## src/rtl/seqgame_datapath.sv

```systemverilog
`default_nettype none
// ============================================================================
// Module   : seqgame_datapath
// Brief    : Datapath of a sequence-memory game. It holds banked sequence
//            storage, the item and round counters, press detection and
//            capture, the show and timeout timers, and the score counter.
// Revision : 1.0  initial release
// ============================================================================
module seqgame_datapath #(
  parameter int BTN            = 7,
  parameter int DEPTH          = 16,
  parameter int LEVELS         = 4,
  parameter int SHOW_CYCLES    = 50000000,
  parameter int TIMEOUT_CYCLES = 200000000,
  parameter int PW             = 3,
  localparam int AW = (DEPTH > 1) ? $clog2(DEPTH) : 1,
  localparam int LW = (LEVELS > 1) ? $clog2(LEVELS) : 1
) (
  input  logic           clock,
  input  logic           reset_n,
  input  logic [BTN-1:0] buttons,
  input  logic [LW-1:0]  level,
  input  logic           wr_en,
  input  logic [LW-1:0]  wr_level,
  input  logic [AW-1:0]  wr_addr,
  input  logic [BTN-1:0] wr_data,
  input  logic           clear_idx,
  input  logic           next_idx,
  input  logic           clear_round,
  input  logic           next_round,
  input  logic           show_en,
  input  logic           timeout_en,
  input  logic           clear_points,
  input  logic           add_point,
  input  logic [1:0]     out_sel,
  output logic           has_play,
  output logic           correct_play,
  output logic           end_seq,
  output logic           last_round,
  output logic           end_show,
  output logic           half_show,
  output logic           timeout,
  output logic [BTN-1:0] play,
  output logic [PW-1:0]  points
);

  localparam int SW = (SHOW_CYCLES > 1) ? $clog2(SHOW_CYCLES) : 1;
  localparam int TW = (TIMEOUT_CYCLES > 1) ? $clog2(TIMEOUT_CYCLES) : 1;

  localparam logic [AW-1:0] C_IDX_LAST  = AW'(DEPTH - 1);
  localparam logic [SW-1:0] C_SHOW_LAST = SW'(SHOW_CYCLES - 1);
  localparam logic [SW-1:0] C_SHOW_HALF = SW'(SHOW_CYCLES / 2);
  localparam logic [TW-1:0] C_TO_LAST   = TW'(TIMEOUT_CYCLES - 1);

  logic [BTN-1:0] r_mem [LEVELS][DEPTH];
  logic [AW-1:0]  r_idx;
  logic [AW-1:0]  r_round;
  logic [BTN-1:0] r_play;
  logic           r_b_any_d;
  logic           r_armed;
  logic           r_has_play;
  logic [SW-1:0]  r_show_cnt;
  logic           r_show_en_d;
  logic [TW-1:0]  r_to_cnt;
  logic [PW-1:0]  r_points;

  logic           w_wr_ok;
  logic           w_lvl_ok;
  logic [BTN-1:0] w_rd;
  logic           w_b_any;
  logic           w_rise;
  logic [SW-1:0]  w_show_cnt;

  // Out-of-range bank/address (non power-of-two sizes) are ignored on write
  // and read back as zero.
  assign w_wr_ok  = ({1'b0, wr_level} < (LW+1)'(LEVELS)) && ({1'b0, wr_addr} < (AW+1)'(DEPTH));
  assign w_lvl_ok = ({1'b0, level} < (LW+1)'(LEVELS));
  assign w_rd     = w_lvl_ok ? r_mem[level][r_idx] : '0;

  // A press only counts once the buttons have been seen released since
  // reset, so a button held through reset never produces a pulse.
  assign w_b_any = |buttons;
  assign w_rise  = w_b_any & ~r_b_any_d & r_armed;

  // The first show_en cycle is slot position 0 regardless of the held count.
  assign w_show_cnt = (show_en && !r_show_en_d) ? '0 : r_show_cnt;

  // Sequence storage: synchronous write, old data visible during the write cycle.
  always_ff @(posedge clock or negedge reset_n) begin
    if (!reset_n) begin
      for (int l = 0; l < LEVELS; l++) begin
        for (int d = 0; d < DEPTH; d++) begin
          r_mem[l][d] <= '0;
        end
      end
    end else if (wr_en && w_wr_ok) begin
      r_mem[wr_level][wr_addr] <= wr_data;
    end
  end

  // Item index (wrapping) and round length (saturating) counters.
  always_ff @(posedge clock or negedge reset_n) begin
    if (!reset_n) begin
      r_idx   <= '0;
      r_round <= '0;
    end else begin
      if (clear_idx)        r_idx <= '0;
      else if (next_idx)    r_idx <= (r_idx == C_IDX_LAST) ? '0 : r_idx + 1'b1;
      if (clear_round)      r_round <= '0;
      else if (next_round && r_round != C_IDX_LAST) r_round <= r_round + 1'b1;
    end
  end

  // Press edge detection and capture of the pressed pattern.
  always_ff @(posedge clock or negedge reset_n) begin
    if (!reset_n) begin
      r_b_any_d  <= 1'b0;
      r_armed    <= 1'b0;
      r_has_play <= 1'b0;
      r_play     <= '0;
    end else begin
      r_b_any_d  <= w_b_any;
      r_armed    <= r_armed | ~w_b_any;
      r_has_play <= w_rise;
      if (w_rise) r_play <= buttons;
    end
  end

  // Show slot timer: wraps while enabled, holds while disabled.
  always_ff @(posedge clock or negedge reset_n) begin
    if (!reset_n) begin
      r_show_cnt  <= '0;
      r_show_en_d <= 1'b0;
    end else begin
      r_show_en_d <= show_en;
      if (show_en) r_show_cnt <= (w_show_cnt == C_SHOW_LAST) ? '0 : w_show_cnt + 1'b1;
    end
  end

  // Press timeout timer: cleared when disabled or on a press, saturates at the limit.
  always_ff @(posedge clock or negedge reset_n) begin
    if (!reset_n) begin
      r_to_cnt <= '0;
    end else if (!timeout_en || r_has_play) begin
      r_to_cnt <= '0;
    end else if (r_to_cnt != C_TO_LAST) begin
      r_to_cnt <= r_to_cnt + 1'b1;
    end
  end

  // Score counter, saturating at all ones.
  always_ff @(posedge clock or negedge reset_n) begin
    if (!reset_n) begin
      r_points <= '0;
    end else if (clear_points) begin
      r_points <= '0;
    end else if (add_point && r_points != '1) begin
      r_points <= r_points + 1'b1;
    end
  end

  // Output value selection.
  always_comb begin
    play = '0;
    case (out_sel)
      2'd1:    play = w_rd;
      2'd2:    play = buttons;
      2'd3:    play = r_play;
      default: play = '0;
    endcase
  end

  assign has_play     = r_has_play;
  assign correct_play = (r_play == w_rd);
  assign end_seq      = (r_idx == r_round);
  assign last_round   = (r_round == C_IDX_LAST);
  assign end_show     = show_en && (w_show_cnt == C_SHOW_LAST);
  assign half_show    = (w_show_cnt >= C_SHOW_HALF);
  assign timeout      = (r_to_cnt == C_TO_LAST);
  assign points       = r_points;

endmodule
`default_nettype wire

```

## config.mk

```make
export PLATFORM = sky130hd
export DESIGN_NAME = seqgame_datapath
export DESIGN_NICKNAME = d
export VERILOG_FILES = /design/src/rtl/seqgame_datapath.sv
export SDC_FILE = /design/constraint.sdc
export NUM_CORES = 1
export LEC_CHECK = 0
export BUFFER_PORTS_ARGS = -buffer_cell sky130_fd_sc_hd__buf_4
export CAP_MARGIN = 20
export CORE_UTILIZATION = 60
export CTS_CLUSTER_DIAMETER = 50
export DETAILED_ROUTE_END_ITERATION = 6
export GPL_TIMING_DRIVEN = 0
export PLACE_DENSITY = 0.86
export SYNTH_ARGS = -nofsm -noshare
export SYNTH_HDL_FRONTEND = slang
export SYNTH_SLANG_ARGS = --single-unit
export TNS_END_PERCENT = 100
```

## constraint.sdc

```tcl
create_clock -name clock -period 7 [get_ports clock]
set_input_delay 1.4 -clock clock [delete_from_list [all_inputs] [get_ports clock]]
set_output_delay 1.4 -clock clock [all_outputs]
set_load 0.02 [all_outputs]
```

==> metrics list <==
- Total half-perimeter wirelength after legalization and detailed placement: 49000 um
- Final estimated routing congestion in global placement: 1.01
- Proportion of layout cells with a drive suffix above 1: 0.389
- Highest clock frequency the design can meet: 158 MHz
- Sorting the synthesized cells by area gives the leading types as sky130_fd_sc_hd__dfrtp_1, sky130_fd_sc_hd__mux2_2, sky130_fd_sc_hd__mux4_2, sky130_fd_sc_hd__nand2_1, sky130_fd_sc_hd__nor2_1.
* Worst Setup Slack post-DPL: 0.839 ns
- Of the total synthesized cell area, the portion taken by full adders, half adders and majority gates is 0.00304.
* Category of the most critical setup path: input port to output port
- Entering global routing, the biggest net connects 125 pins.
- Transition time of the tightest slew-check pin: 1.18 ns
* Overflow left after global routing: 0
* Inserted Clock Buffers: 54
- Ratio of total power to cell area: 275 nW/um^2
- Path class of the lowest-slack min-delay path: flop to flop
- Once the clock tree was built, the setup fixing pass inserted 0 buffers.
- Final Cycle Share: 0.902
- Number of hold violations in the final report: 0
* Total DRC errors in the routed layout: 0
- The detailed router finished its first iteration with 2194 violations.
- In the global route stage, met3 resource usage came out at 0.122.
* Port-buffer cells: 40
* Met1 usage in global routing: 0.471
- Unrepaired setup endpoints after global routing: no
* Hold WS: 0.478 ns
* Mean cell area of the mapped netlist: 13.8 sq um
- Row cnt: 73
- Maximum number of buffers from clock root to sink: 3
- Number of vias per cell after detailed routing: 6.96
- The die is 205 um wide.
- Once detail routing completed, the nets flagged for antenna violations numbered 0.
- Required arrival time at the worst endpoint: 5.60 ns
- Worst path slowest cell: sky130_fd_sc_hd__a32oi_1
* Ys flop type: sky130_fd_sc_hd__dfrtp_1
- The tree built by TritonCTS fans out to 524 sinks.
- Min Clock Period, post-route: 6.31 ns
- Max-Slew Margin vs Limit: 0.214
- Of all cell types, the one taking the most synthesized area is sky130_fd_sc_hd__dfrtp_1.
- Fin. max-slew vios: 0
* Number of enable flip-flop cells after synthesis: 0
- STA classifies the critical path startpoint as an input port.
- Main combinational cell family by area after synthesis: multiplexers
* I/O pin cnt: 52
- TritonCTS built the clock tree.
- Simple-gate area share of the yosys netlist: 0.0699
- Series of cell instances along the critical path: buf_6 -> buf_2 -> buf_2 -> clkinv_1 -> mux2i_1 -> o211ai_1 -> a32oi_1 -> xnor2_1 -> nand4_1 -> nor4_2 -> buf_4
* Area of the die: 42000 sq um
* Layout overhead on the synthesized area: 11.7%
* Post-synthesis cell type count: 61
- H-tree lvl count: 2
* Final wirelength: 74400 um
* Initial DRT Pass Iterations: 7
* Via total after detailed routing: 17100
* Most common cell after layout, fill and taps aside: sky130_fd_sc_hd__dfrtp_1
- Cell seen most often among critical-path stages: sky130_fd_sc_hd__buf_2
- Die height: 205 um
- CP Buf/Inv Count: 5
- # Max-Cap Violations: 0
- After synthesis, the share of cell area in mux cells is 0.323.
* Syn Inst Count: 1795
- CTS Hold Bufs: 0
- Of the post-synthesis cell area, the dominant cell type holds 0.530.
- Largest vdd supply drop: 0.267 mV
* Count of nets after finishing: 1938
- Post-synthesis sequential area ratio: 0.530
* Global-route wire length before repair: 111000 um
- Most frequent cells in the layout: sky130_fd_sc_hd__dfrtp_1, sky130_fd_sc_hd__mux2_2, sky130_fd_sc_hd__nand2_1, sky130_fd_sc_hd__mux4_2, sky130_fd_sc_hd__clkbuf_1
- After synthesis the netlist holds a flip-flop and latch count of 524.
* Avg WL per Cell: 30.2 um
- The number of nets in the synthesized netlist is 1836.
- Setup Skew: 0.00710 ns
- Of all flip-flops after synthesis, the portion carrying an async set or reset was 1.00.
- Worst Setup End Kind: output port
* Peak-usage layer in the global routing report: met2
* Insertion delay to the later sink of the worst-skew pair: 0.60 ns
- Post-synthesis compound-gate area fraction: 0.0353
- After clock tree synthesis, the repair step resized 0 gates.
- Summed over all cells, the static leakage comes to 12.7 nW.
- The core region is 40200 sq um.
* Clk Tree Root Cell: sky130_fd_sc_hd__clkbuf_16
- Outcome: complete, no violations
- Post-route worst setup slack: 0.686 ns
- Crit-path leading delay family: buffers and inverters
- The via count of the first global-routing pass is 17700.
* Largest driver fanout on the critical path: 10
* Critical Path Max Stage Delay: 0.57 ns
- In the global route stage, overall resource usage came out at 0.367.
* Area share of xor/xnor cells in the synthesized design: 0.0145
* Met2 track demand over resource in global routing: 0.537
- Data arrival time of the worst path: 4.91 ns
- Clock transition at the registers of the reported paths: 0.06 ns
* Synth warnings: 0
- The initial utilization of the core area, before any placement, comes to 0.615.
- Post-Synthesis Cell Area: 24700 sq um
- The number of antenna violations at the first check in global routing was 2.
- Final-report setup violation count: 0
## final cells by class
| cell class | count | area (sq um) |
|---|---|---|
| Inverter | 16 | 60.1 |
| Multi-Input combinational cell | 1135 | 11000 |
| Clock inverter | 17 | 206 |
| Antenna cell | 3 | 7.51 |
| Sequential cell | 524 | 13100 |
| Clock buffer | 74 | 1590 |
| Tap cell | 525 | 657 |
| Fill cell | 2706 | 12600 |
| Timing Repair Buffer | 46 | 444 |
| Buffer | 120 | 527 |
## path summary, 6_finish.rpt
| kind | startpoint | end | slack (ns) | cells after the start |
|---|---|---|---|---|
| hold reg to reg | r_armed | r_armed | 0.48 | 1 |
| min in group asynchronous | reset_n | r_show_cnt[17] | 0.82 | 1 |
| max in group asynchronous | reset_n | r_mem[385] | 4.54 | 3 |
| hold / removal | r_armed | r_armed | 0.48 | 1 |
| setup / recovery | level[1] | correct_play | 0.69 | 11 |
| setup reg to reg | r_show_en_d | r_show_cnt[23] | 3.89 | 13 |
## stage by stage
stage	instance area (sq um)	TNS (ns)	util	power, mW	instances
2_1_floorplan	24700	0	-	4.26	1795
3_3_place_gp	25700	-334.67	0.639	4.57	2360
3_5_place_dp	25800	0	0.642	4.66	2365
4_1_cts	27600	0	0.687	7.56	2456
5_1_grt	27600	0	0.687	7.79	2458
6_report	27600	0	0.687	7.59	2460
## cells in the mapped netlist (all sizes together) (3+ instances only)
master / count
nor2: 79
dfrtp: 524
mux2i: 25
o2bb2ai: 6
xnor2: 12
buf: 42
nand2b: 18
a21oi: 22
a31oi: 17
nor2b: 11
a32o: 6
and2: 3
mux4: 108
a32oi: 4
or2: 6
nand2: 125
a22o: 4
clkbuf: 78
nand3b: 3
inv: 14
o221ai: 7
o211ai: 7
nor4: 10
or4: 5
o41ai: 3
a22oi: 3
o21ai: 26
nand4: 10
nor3: 14
ha: 6
mux2: 471
and3: 14
nor3b: 3
and4: 5
nand3: 41
a221oi: 5
o31ai: 7
xor2: 29
## kinds of logic (layout without fill, tap and decap cells)
logic type / after synthesis / after routing
other: 0 / 3
DFF: 524 / 524
AOI/OAI and AO/OA: 127 / 127
and+or+nand+nor: 357 / 357
muxes: 604 / 604
buffers and inverters: 136 / 273
xor gates and xnor gates: 41 / 41
adders and majority gates: 6 / 6
## power breakdown
| part | switching, mW | internal, mW | leakage [nW] | total [mW] |
|---|---|---|---|---|
| sequential | 0.203 | 3.39 | 6.98 | 3.59 |
| combinational | 0.530 | 0.528 | 4.81 | 1.06 |
| clock | 1.22 | 1.72 | 0.890 | 2.94 |
| total | 1.95 | 5.64 | 12.7 | 7.59 |
## flip-flops by register name, summed over array words and instances, names as in the netlist
name	cells
r_mem	448
r_to_cnt	28
r_show_cnt	26
r_play	7
r_idx	4
r_round	4
points	3
has_play	1
r_armed	1
r_b_any_d	1
r_show_en_d	1
## metal layers
layer  routed length (um)  vias to the layer above
li1                     -                     6804
met3                 8630                      298
met5                   69                        -
met1                27800                     8829
met4                 4820                        2
met2                33000                     1184
Note: power is estimated with default switching activity, not from simulation.
